## config.mk

```make
export PLATFORM = sky130hd
export DESIGN_NAME = inst_fetch_ctrl
export DESIGN_NICKNAME = d
export VERILOG_FILES = /design/src/rtl/inst_fetch_ctrl_pkg.sv /design/src/rtl/inst_fetch_ctrl.sv
export SDC_FILE = /design/constraint.sdc
export NUM_CORES = 1
export LEC_CHECK = 0
export CORE_AREA = 2 2 113 115
export DETAILED_ROUTE_END_ITERATION = 6
export DIE_AREA = 0 0 115 117
export DONT_BUFFER_PORTS = 1
export GPL_TIMING_DRIVEN = 0
export HOLD_SLACK_MARGIN = 0.05
export SKIP_LAST_GASP = 1
export SYNTH_ARGS = -nofsm -noshare
export SYNTH_HDL_FRONTEND = slang
export SYNTH_SLANG_ARGS = --single-unit
```

## constraint.sdc

```tcl
create_clock -name cpu_clk_75M -period 1.9 [get_ports cpu_clk_75M]
set_input_delay 0 -clock cpu_clk_75M [delete_from_list [all_inputs] [get_ports cpu_clk_75M]]
set_output_delay 0 -clock cpu_clk_75M [all_outputs]
set_load 0.05 [all_outputs]
```

## src/rtl/inst_fetch_ctrl_pkg.sv

```systemverilog
// -----------------------------------------------------------------------------
// inst_fetch_ctrl_pkg
// Shared constants and types for the MiniMIPS32 instruction-fetch controller:
// bus widths, the stall-vector bit that holds the IF stage, the NOP word, the
// default reset PC, and the fetch FSM state encoding.
// -----------------------------------------------------------------------------
package inst_fetch_ctrl_pkg;

   localparam int INST_ADDR_W = 32;   // instruction address bus width
   localparam int INST_W      = 32;   // instruction data bus width
   localparam int STALL_W     = 6;    // CTRL stall vector width
   localparam int STALL_IF    = 1;    // stall vector bit that holds the IF stage

   localparam logic [INST_W-1:0]      ZERO_WORD       = '0;
   localparam logic [INST_ADDR_W-1:0] INIT_PC_DEFAULT = 32'hBFC0_0000;

   typedef enum logic [1:0] {
      ST_IDLE = 2'd0,   // free to issue a fetch
      ST_ADDR = 2'd1,   // request raised, waiting for the address to be accepted
      ST_DATA = 2'd2,   // address accepted, waiting for read data
      ST_HOLD = 2'd3    // instruction delivered while IF stalled; outputs frozen
   } fetch_state_e;

   function automatic logic word_aligned(input logic [INST_ADDR_W-1:0] addr);
      return addr[1:0] == 2'b00;
   endfunction

endpackage

```

## src/rtl/inst_fetch_ctrl.sv

```systemverilog
// -----------------------------------------------------------------------------
// inst_fetch_ctrl
// Instruction-fetch controller between the PC register and the instruction bus.
// Issues one fetch per PC over an address/data split handshake, returns the
// instruction to IF/ID, requests a pipeline stall until the instruction arrives,
// squashes fetches made stale by a branch/CP0 redirect, and keeps a returned
// instruction visible while IF is stalled.
//
// Ports
//   cpu_clk_75M        clock, rising edge
//   cpu_rst            synchronous active-high reset
//   ce_i, pc_i         PC chip-enable and current PC
//   stall_i            CTRL stall vector (bit STALL_IF holds IF)
//   branch_flag_i      ID branch redirect
//   cp0_branch_flag_i  exception / ERET redirect
//   inst_req_o, inst_addr_o, inst_addr_ok_i   address phase
//   inst_data_ok_i, inst_rdata_i              data phase
//   inst_o, inst_pc_o, inst_valid_o, exc_adel_o   registered result to IF/ID
//   stallreq_o         combinational stall request to CTRL
// -----------------------------------------------------------------------------
module inst_fetch_ctrl
   import inst_fetch_ctrl_pkg::*;
#(
   parameter logic [INST_ADDR_W-1:0] INIT_PC = INIT_PC_DEFAULT
) (
   input  logic                   cpu_clk_75M,
   input  logic                   cpu_rst,
   input  logic                   ce_i,
   input  logic [INST_ADDR_W-1:0] pc_i,
   input  logic [STALL_W-1:0]     stall_i,
   input  logic                   branch_flag_i,
   input  logic                   cp0_branch_flag_i,
   output logic                   inst_req_o,
   output logic [INST_ADDR_W-1:0] inst_addr_o,
   input  logic                   inst_addr_ok_i,
   input  logic                   inst_data_ok_i,
   input  logic [INST_W-1:0]      inst_rdata_i,
   output logic [INST_W-1:0]      inst_o,
   output logic [INST_ADDR_W-1:0] inst_pc_o,
   output logic                   inst_valid_o,
   output logic                   exc_adel_o,
   output logic                   stallreq_o
);

   fetch_state_e             state_q, state_d;
   logic                     discard_q, discard_d;
   logic [INST_ADDR_W-1:0]   addr_q, addr_d;
   logic [INST_W-1:0]        inst_q, inst_d;
   logic [INST_ADDR_W-1:0]   inst_pc_q, inst_pc_d;
   logic                     valid_q, valid_d;
   logic                     exc_q, exc_d;

   logic redirect;
   logic if_stall;
   logic fetch_slot;
   logic issue;
   logic unaligned;
   logic deliver;

   // Only the IF bit of the stall vector matters to this stage.
   logic unused_stall;
   assign unused_stall = ^{stall_i[STALL_W-1:STALL_IF+1], stall_i[STALL_IF-1:0]};

   assign redirect   = branch_flag_i | cp0_branch_flag_i;
   assign if_stall   = stall_i[STALL_IF];
   assign fetch_slot = (state_q == ST_IDLE) & ce_i & ~if_stall;
   assign issue      = fetch_slot & word_aligned(pc_i) & ~cpu_rst;
   assign unaligned  = fetch_slot & ~word_aligned(pc_i);
   // Data is accepted only if no redirect killed it earlier or in this very cycle.
   assign deliver    = (state_q == ST_DATA) & inst_data_ok_i & ~discard_q & ~redirect;

   // Request is combinational in the issue cycle so addr_ok can land the same cycle;
   // afterwards the captured address keeps the bus request stable.
   assign inst_req_o  = ~cpu_rst & (issue | (state_q == ST_ADDR));
   assign inst_addr_o = issue ? pc_i : addr_q;

   // The PC may advance only in the cycle an instruction is actually delivered,
   // or when an unaligned PC is being turned into an exception NOP.
   assign stallreq_o  = ce_i & ~deliver & ~unaligned;

   assign inst_o       = inst_q;
   assign inst_pc_o    = inst_pc_q;
   assign inst_valid_o = valid_q;
   assign exc_adel_o   = exc_q;

   always_comb begin
      state_d   = state_q;
      discard_d = discard_q;
      addr_d    = addr_q;
      inst_d    = inst_q;
      inst_pc_d = inst_pc_q;
      valid_d   = 1'b0;
      exc_d     = 1'b0;

      case (state_q)
         ST_IDLE: begin
            if (issue) begin
               addr_d  = pc_i;
               state_d = inst_addr_ok_i ? ST_DATA : ST_ADDR;
            end else if (unaligned) begin
               // No bus access: hand IF/ID a NOP flagged with an address error.
               inst_d    = ZERO_WORD;
               inst_pc_d = pc_i;
               valid_d   = 1'b1;
               exc_d     = 1'b1;
            end
         end

         ST_ADDR: begin
            if (redirect) discard_d = 1'b1;
            if (inst_addr_ok_i) state_d = ST_DATA;
         end

         ST_DATA: begin
            if (inst_data_ok_i) begin
               if (deliver) begin
                  inst_d    = inst_rdata_i;
                  inst_pc_d = addr_q;
                  valid_d   = 1'b1;
                  state_d   = if_stall ? ST_HOLD : ST_IDLE;
               end else begin
                  discard_d = 1'b0;
                  state_d   = ST_IDLE;
               end
            end else if (redirect) begin
               discard_d = 1'b1;
            end
         end

         ST_HOLD: begin
            if (cp0_branch_flag_i) begin
               state_d = ST_IDLE;
            end else if (!if_stall) begin
               // IF/ID captures the held instruction on this edge.
               state_d = ST_IDLE;
            end else begin
               valid_d = valid_q;
               exc_d   = exc_q;
            end
         end

         default: state_d = ST_IDLE;
      endcase
   end

   always_ff @(posedge cpu_clk_75M) begin
      if (cpu_rst) begin
         state_q   <= ST_IDLE;
         discard_q <= 1'b0;
         addr_q    <= '0;
         inst_q    <= ZERO_WORD;
         inst_pc_q <= INIT_PC;
         valid_q   <= 1'b0;
         exc_q     <= 1'b0;
      end else begin
         state_q   <= state_d;
         discard_q <= discard_d;
         addr_q    <= addr_d;
         inst_q    <= inst_d;
         inst_pc_q <= inst_pc_d;
         valid_q   <= valid_d;
         exc_q     <= exc_d;
      end
   end

endmodule

```

==> flow_summary_export.csv, run 1 <==
group,metric,value,unit
synth,ys_warn_count,0,
power,p_per_area,795,nW/um2
finish,areaGrowthSynthToFinish,32.3,%
die,die_y,117,um
drt,routed_wl,17300,um
synth,synth_edf_count,0,
synth,ys.flop_type,"dfxtp_1",
timing,slew-limit-headroom,55.3,%
die,start_util,39.2,%
synth,synthArstFlopShare,0,%
synth,yosysUniqueCellTypes,40,
synth,synth_top_cell_area_share,41.9,%
die,die_w,115,um
worst_setup_path,r2r_start,"state_q[0]",
clock_network,htree_levels,3,
drt,vias,4854,
global_route,grt_antenna_before_repair,0,
synth,synth-seq-area-share,41.9,%
worst_hold_path,min_path_type,"primary input to flop",
finish,drive_gt1_share,14.2,%
finish,fin_util,51.8,%
clock_network,clockBufferDepth,2,
timing,fin_skew,0.00530,ns
clock_network,clkTransAtPathRegs,0.07,ns
global_route,grt_max_degree,17,
worst_setup_path,critPathMaxFanout,10,
worst_setup_path,critPathSlowestCell,"clkbuf_1",
clock_network,numCtsBuffers,9,
timing,post-route-period-util,99.8,%
status,outcome,"complete, no violations",
drt,drt-pass1-iter-count,5,
worst_hold_path,worst_hold_path.num_cells,3,
drt,final_antenna_net_count,0,
placement,port_buffers,0,
die,std_cell_rows,41,
die,ios,177,
drt,drt_iter0_markers,459,
global_route,grt_pass1_vias,4696,
worst_setup_path,slowest_delay,0.44,ns
worst_setup_path,crit_arrival,2.14,ns
timing,fin_setup_tns,0,ns
worst_setup_path,endpoint_kind,"flop",
global_route,grt.total_usage,25.0,%
placement,hpwlAfterDp,11600,um
job,drv_cap,0,
synth,netlist_instances,549,
synth,synth_area_leaders,"dfxtp_1 (42%), mux2i_1 (8.5%), nand2_1 (7.5%)",
synth,avgSynthCellArea,8.79,um2
finish,nets,715,
drt,viasPerCell,6.12,
clock_network,cts-root-buf,"clkbuf_16",
finish,finalInstanceArea,6380,um2
worst_hold_path,min_to,"state_q[1]",
drt,drt-wirelength-per-cell,21.8,um
timing,hold_violations,0,
timing,setup_viol,0,
timing,fmax,527,MHz
synth,syn-num-nets,626,
worst_setup_path,reg2reg_setup_slack,0.004,ns
clock_network,cts.sinks,101,
die,core,12300,um2
worst_setup_path,crit_path_start,"state_q[0]",
synth,synth_top_cell_by_area,"dfxtp_1",
worst_setup_path,r2r_end,"inst_pc_o[6]",
power,ir_worst_vdd,0.409,mV
drt,drc,0,
timing,rsz0062_at_grt,"true",
finish,mostFrequentLayoutCell,"dfxtp_1",
finish,mostFrequentLayoutCells,"dfxtp_1 (99), nand2_1 (97), dlygate4sd3_1 (71)",
worst_setup_path,cp_cell_sequence,"nor4b_4, buf_4, clkbuf_1, a221oi_1, a311oi_1",
global_route,grt_remaining_overflow,0,
placement,globalplace.congestion,0.850,
timing,period_minus_slack,1.90,ns
global_route,grt_pass1_wl,25600,um
timing,max_slew.worst_pin.slew,0.671,ns
worst_hold_path,worstHoldStart,"cp0_branch_flag_i",
finish,diodes,0,
clock_network,cts_tree,"built",
worst_setup_path,worstSetupPathType,"flop to flop",
placement,place_area,5020,um2
worst_setup_path,reg2regPathDepth,5,
clock_network,clk_latency,0.35,ns
synth,syn_area,4820,um2
finish,num-fill-cells,1151,
timing,fin_ws,0.00353,ns
die,dieArea,13500,um2
worst_setup_path,crit_required,2.14,ns
power,power_leakage,0.00253,uW
worst_setup_path,crit_path_start_kind,"flop",
synth,ys_ff_latch,101,
placement,place_ws,-0.381,ns
timing,report.final.slew_viol_count,0,
[stage by stage]
step,instances,hold WS [ns],total power (uW)
finish,793,0.127,5070
global route,793,0.126,5260
CTS,793,0.104,5100
detailed placement,699,0.147,3000
global placement,699,0.142,2990
floorplan,549,0.140,2860
[critical path, delay by kind of cell (launching register included)]
family	cells	cell delay (ns)
flops	1	0.35
compound gates	2	0.53
buf+inv	2	0.61
simple gates	1	0.29
[repair_timing]
action / CTS / global route
setup endpoints to repair: 102 / 35
endpoints found under the hold margin: 98 / 0
hold buffers: 71 / 0
pin swaps: 6 / 3
gates resized for setup: 69 / 12
buffers inserted: 8 / 1
[kinds of logic (layout without fill, tap and decap cells)]
group           after synthesis  in the layout  share of synthesized area [%]
buf+inv                      77            171                           6.59
compound gates              113            113                           17.9
flops                       101            101                           41.9
simple gates                199            199                           20.9
mux                          59             59                           12.7
[routing by layer]
metal	vias to the layer above	global-route usage, %	share of wire, %	wire length [um]
li1	2211	-	-	-
met1	2338	29.6	39	6670
met2	271	41.9	49	8400
met3	34	7.21	10	1790
met4	0	11.9	2.6	446
met5	-	0	0	0
[layout make-up]
cell class	instances	area, um2	area share [%]
buffer	61	287	4.49
clock buffer	11	253	3.96
clock inverter	5	58.8	0.922
sequential	101	2020	31.7
tap	150	188	2.94
timing repair buffer	80	786	12.3
inverter	14	52.6	0.824
multi-input combinational	371	2730	42.8
[cells in the mapped netlist (all sizes together), types with 12 or more instances]
cell type  count
o21ai         15
mux2          18
nand3         32
nand4         30
nand2         97
a221oi        24
clkbuf        48
a311oi        23
mux2i         41
inv           13
dfxtp        101
o211ai        19
buf           15
o31ai         12
[state kept, by name, summed over array words and instances (netlist names)]
signal        flops
discard_q         1
inst_pc_o        32
state_q           2
addr_q           32
exc_adel_o        1
inst_valid_o      1
inst_o           32
[power breakdown]
group | switching, uW | leakage (uW) | internal (uW) | total (uW)
registers | 234 | 0.000821 | 2190 | 2420
logic | 440 | 0.00157 | 295 | 735
clock network | 822 | 0.000148 | 1090 | 1920
[worst max path at each step]
stage | end | cells after the start
6_report | inst_pc_o[6] | 5
5_1_grt | inst_pc_o[6] | 5
4_1_cts | inst_addr_o[22] | 5
3_5_place_dp | inst_addr_o[17] | 5
3_3_place_gp | inst_addr_o[20] | 5
2_1_floorplan | inst_addr_o[20] | 5
Note: power is estimated with default switching activity, not from simulation.
==> inputs of run 2 (changes only) <==
Settings changed: ABC_AREA set to 1, CORE_AREA 2 2 113 115 to 4 4 109 111, DIE_AREA 0 0 115 117 to 0 0 113 115.
==> run 2 against run 1 <==
Effect of this change: largest power group unchanged; global-route usage fell by 4.5 points; sequential power up 16%; sequential share of layout area grew 5.2 points; combinational power rose by 21%; clock power decreased by 33%; die area fell by 3.4%; area after synthesis is 10% lower; via count is 13% lower; register-to-register slack about the same; the run now ends with negative setup slack left; critical path depth rose by 2.
==> flow_summary_export.csv, run 2 <==
group,metric,value,unit
clock_network,cts.sinks,101,
worst_setup_path,crit_path_start_kind,"flop",
clock_network,htree_levels,3,
finish,diodes,0,
timing,hold_violations,0,
clock_network,clockBufferDepth,2,
placement,place_ws,0.0106,ns
timing,slew-limit-headroom,31.2,%
placement,port_buffers,0,
synth,synth_area_leaders,"dfxtp_1 (47%), o21ai_0 (13%), nor2_1 (11%)",
synth,netlist_instances,618,
drt,routed_wl,13500,um
drt,drt-wirelength-per-cell,15.9,um
worst_setup_path,worst-path-stages,7,
global_route,grt_pass1_wl,21200,um
timing,setup_viol,4,
finish,drive_gt1_share,13.2,%
timing,whs,0.157,ns
synth,synthArstFlopShare,0,%
global_route,grt_remaining_overflow,0,
global_route,grt_pass1_vias,4161,
synth,ys.flop_type,"dfxtp_1",
drt,final_antenna_net_count,0,
synth,synth-seq-area-share,46.7,%
worst_setup_path,reg2regPathDepth,9,
worst_setup_path,critPathBufInv,3,
finish,areaGrowthSynthToFinish,26.8,%
drt,drt-pass1-iter-count,4,
synth,synth_edf_count,0,
synth,synth_top_cell_by_area,"dfxtp_1",
synth,ys_ff_latch,101,
global_route,grt_max_degree,17,
timing,max_slew.worst_pin.slew,1.03,ns
placement,place_area,4500,um2
timing,fin_ws,-0.117,ns
worst_setup_path,cp_cell_sequence,"buf_6, clkinv_4, nand2_2, nor2_4, nand2_2, inv_1, nor2_1",
worst_hold_path,worst_hold_path.num_cells,2,
synth,syn-num-nets,695,
power,switching_share,37.5,%
finish,mostFrequentLayoutCells,"nor2_1 (119), nand2_1 (99), dfxtp_1 (99)",
power,p_int,3100,uW
drt,viasPerCell,4.97,
power,seqPwrFrac,56.4,%
worst_setup_path,crit_required,1.90,ns
power,power_leakage,0.00266,uW
die,die_y,115,um
finish,nets,783,
die,die_w,113,um
die,std_cell_rows,38,
die,ios,177,
synth,yosysUniqueCellTypes,20,
synth,synth_top_cell_area_share,46.7,%
job,drv_cap,0,
synth,synthTopCellsByCount,"nor2_1 (123), o21ai_0 (113), dfxtp_1 (101)",
timing,post-route-period-util,106,%
worst_setup_path,slowest_delay,0.79,ns
synth,ys_warn_count,0,
power,p_comb_share,17.9,%
worst_hold_path,min_path_type,"primary input to primary output",
power,power_switching,1860,uW
clock_network,clk_latency,0.37,ns
die,dieArea,13000,um2
power,p_per_area,904,nW/um2
synth,avgSynthCellArea,7.00,um2
finish,finalInstanceArea,5490,um2
synth,yosysMostFrequentCell,"nor2_1",
power,ir_worst_vdd,0.413,mV
timing,fmax,496,MHz
finish,mostFrequentLayoutCell,"nor2_1",
worst_setup_path,reg2reg_setup_slack,0,ns
global_route,grt_antenna_before_repair,0,
drt,vias,4232,
worst_setup_path,worstSetupPathType,"flop to primary output",
timing,report.final.slew_viol_count,0,
placement,hpwlAfterDp,9290,um
worst_setup_path,critPathMaxFanout,8,
placement,globalplace.congestion,0.844,
die,core,10800,um2
worst_setup_path,crit_arrival,2.02,ns
worst_setup_path,cpLargestDelayFamily,"simple AND/OR/NAND/NOR gates",
die,start_util,40.1,%
clock_network,clkTransAtPathRegs,0.10,ns
power,clkPwrFrac,25.7,%
timing,fin_skew,0.00936,ns
clock_network,numCtsBuffers,9,
worst_setup_path,worst_path_most_repeated_cell,"nand2_2",
status,outcome,"finished, violations left",
worst_setup_path,critPathSlowestCell,"nor2_1",
timing,period_minus_slack,2.02,ns
global_route,grt.total_usage,20.5,%
clock_network,cts-root-buf,"clkbuf_8",
drt,drt_iter0_markers,209,
clock_network,cts_tree,"built",
synth,syn_area,4330,um2
worst_setup_path,endpoint_kind,"primary output",
status,violations,"negative setup slack",
timing,rsz0062_at_grt,"true",
drt,drc,0,
-- run 2: cell types whose count changed in the layout (fill, tap and decap cells not counted), sizes merged, moves of 12 or more --
cell / change
o31ai: -12
nand4: -30
a221oi: -24
mux2: -18
a21oi: +33
clkbuf: -30
mux2i: -41
inv: +63
a311oi: -23
o211ai: -19
o21ai: +102
nand3: -17
nor2: +113
-- run 2: power groups by stage --
stage | Sequential, uW | Combinational [uW] | Clock (uW)
after floorplan | 2810 | 576 | 0
after global placement | 2840 | 695 | 0
after detailed placement | 2840 | 711 | 0
after CTS | 2800 | 867 | 1310
after global routing | 2820 | 991 | 1400
final | 2800 | 889 | 1280
-- run 2: cells by family (layout without fill, tap and decap cells) --
family	Yosys count	count (layout)	synth area share, %
buf+inv	119	212	12.9
simple gates	244	244	22.1
compound gates	154	154	18.3
flops	101	101	46.7
-- run 2: final cells by class --
cell class	instances	area [um2]
Buffer	41	267
Clock buffer	10	138
Clock inverter	6	38.8
Fill cell	1052	5310
Inverter	78	300
Multi-Input combinational cell	398	1780
Sequential cell	101	2020
Tap cell	140	175
Timing Repair Buffer	77	763
-- run 2: final timing paths --
| path | start | to |
|---|---|---|
| max | state_q[1] | inst_addr_o[1] |
| min | ce_i | stallreq_o |
| max reg2reg | discard_q | state_q[0] |
| min reg2reg | discard_q | discard_q |
-- run 2: repair_timing --
action,in CTS,in global routing
pin swaps,0,4
buffers inserted,0,4
gates resized for setup,50,21
setup endpoints to repair,36,37
endpoints found under the hold margin,99,0
hold buffers,73,0
-- run 2: worst reg2reg max path, stage by stage (launching register included) --
cell and delay [ns]:
dfxtp_1 0.31, inv_1 0.06, nand2_1 0.10, dlymetal6s4s_1 0.30, nor2_2 0.15, nand2_1 0.11
nand2_1 0.07, nand2_1 0.05, dlygate4sd3_1 0.55, a21oi_1 0.13
-- run 2: stage by stage --
stage	total power, uW	util, %	setup TNS (ns)	cells
floorplan	3380	-	0	618
global placement	3540	41.7	0	758
detailed placement	3560	41.7	0	758
CTS	4970	50.3	-0.733	847
global route	5210	50.8	-1.67	851
finish	4960	50.8	-0.240	851
-- run 2: metal layers --
layer / part of all wire [%] / track usage (%)
met1: 40 / 23.8
met2: 48 / 35.2
met3: 9.0 / 5.95
met4: 2.7 / 9.21
met5: 0 / 0
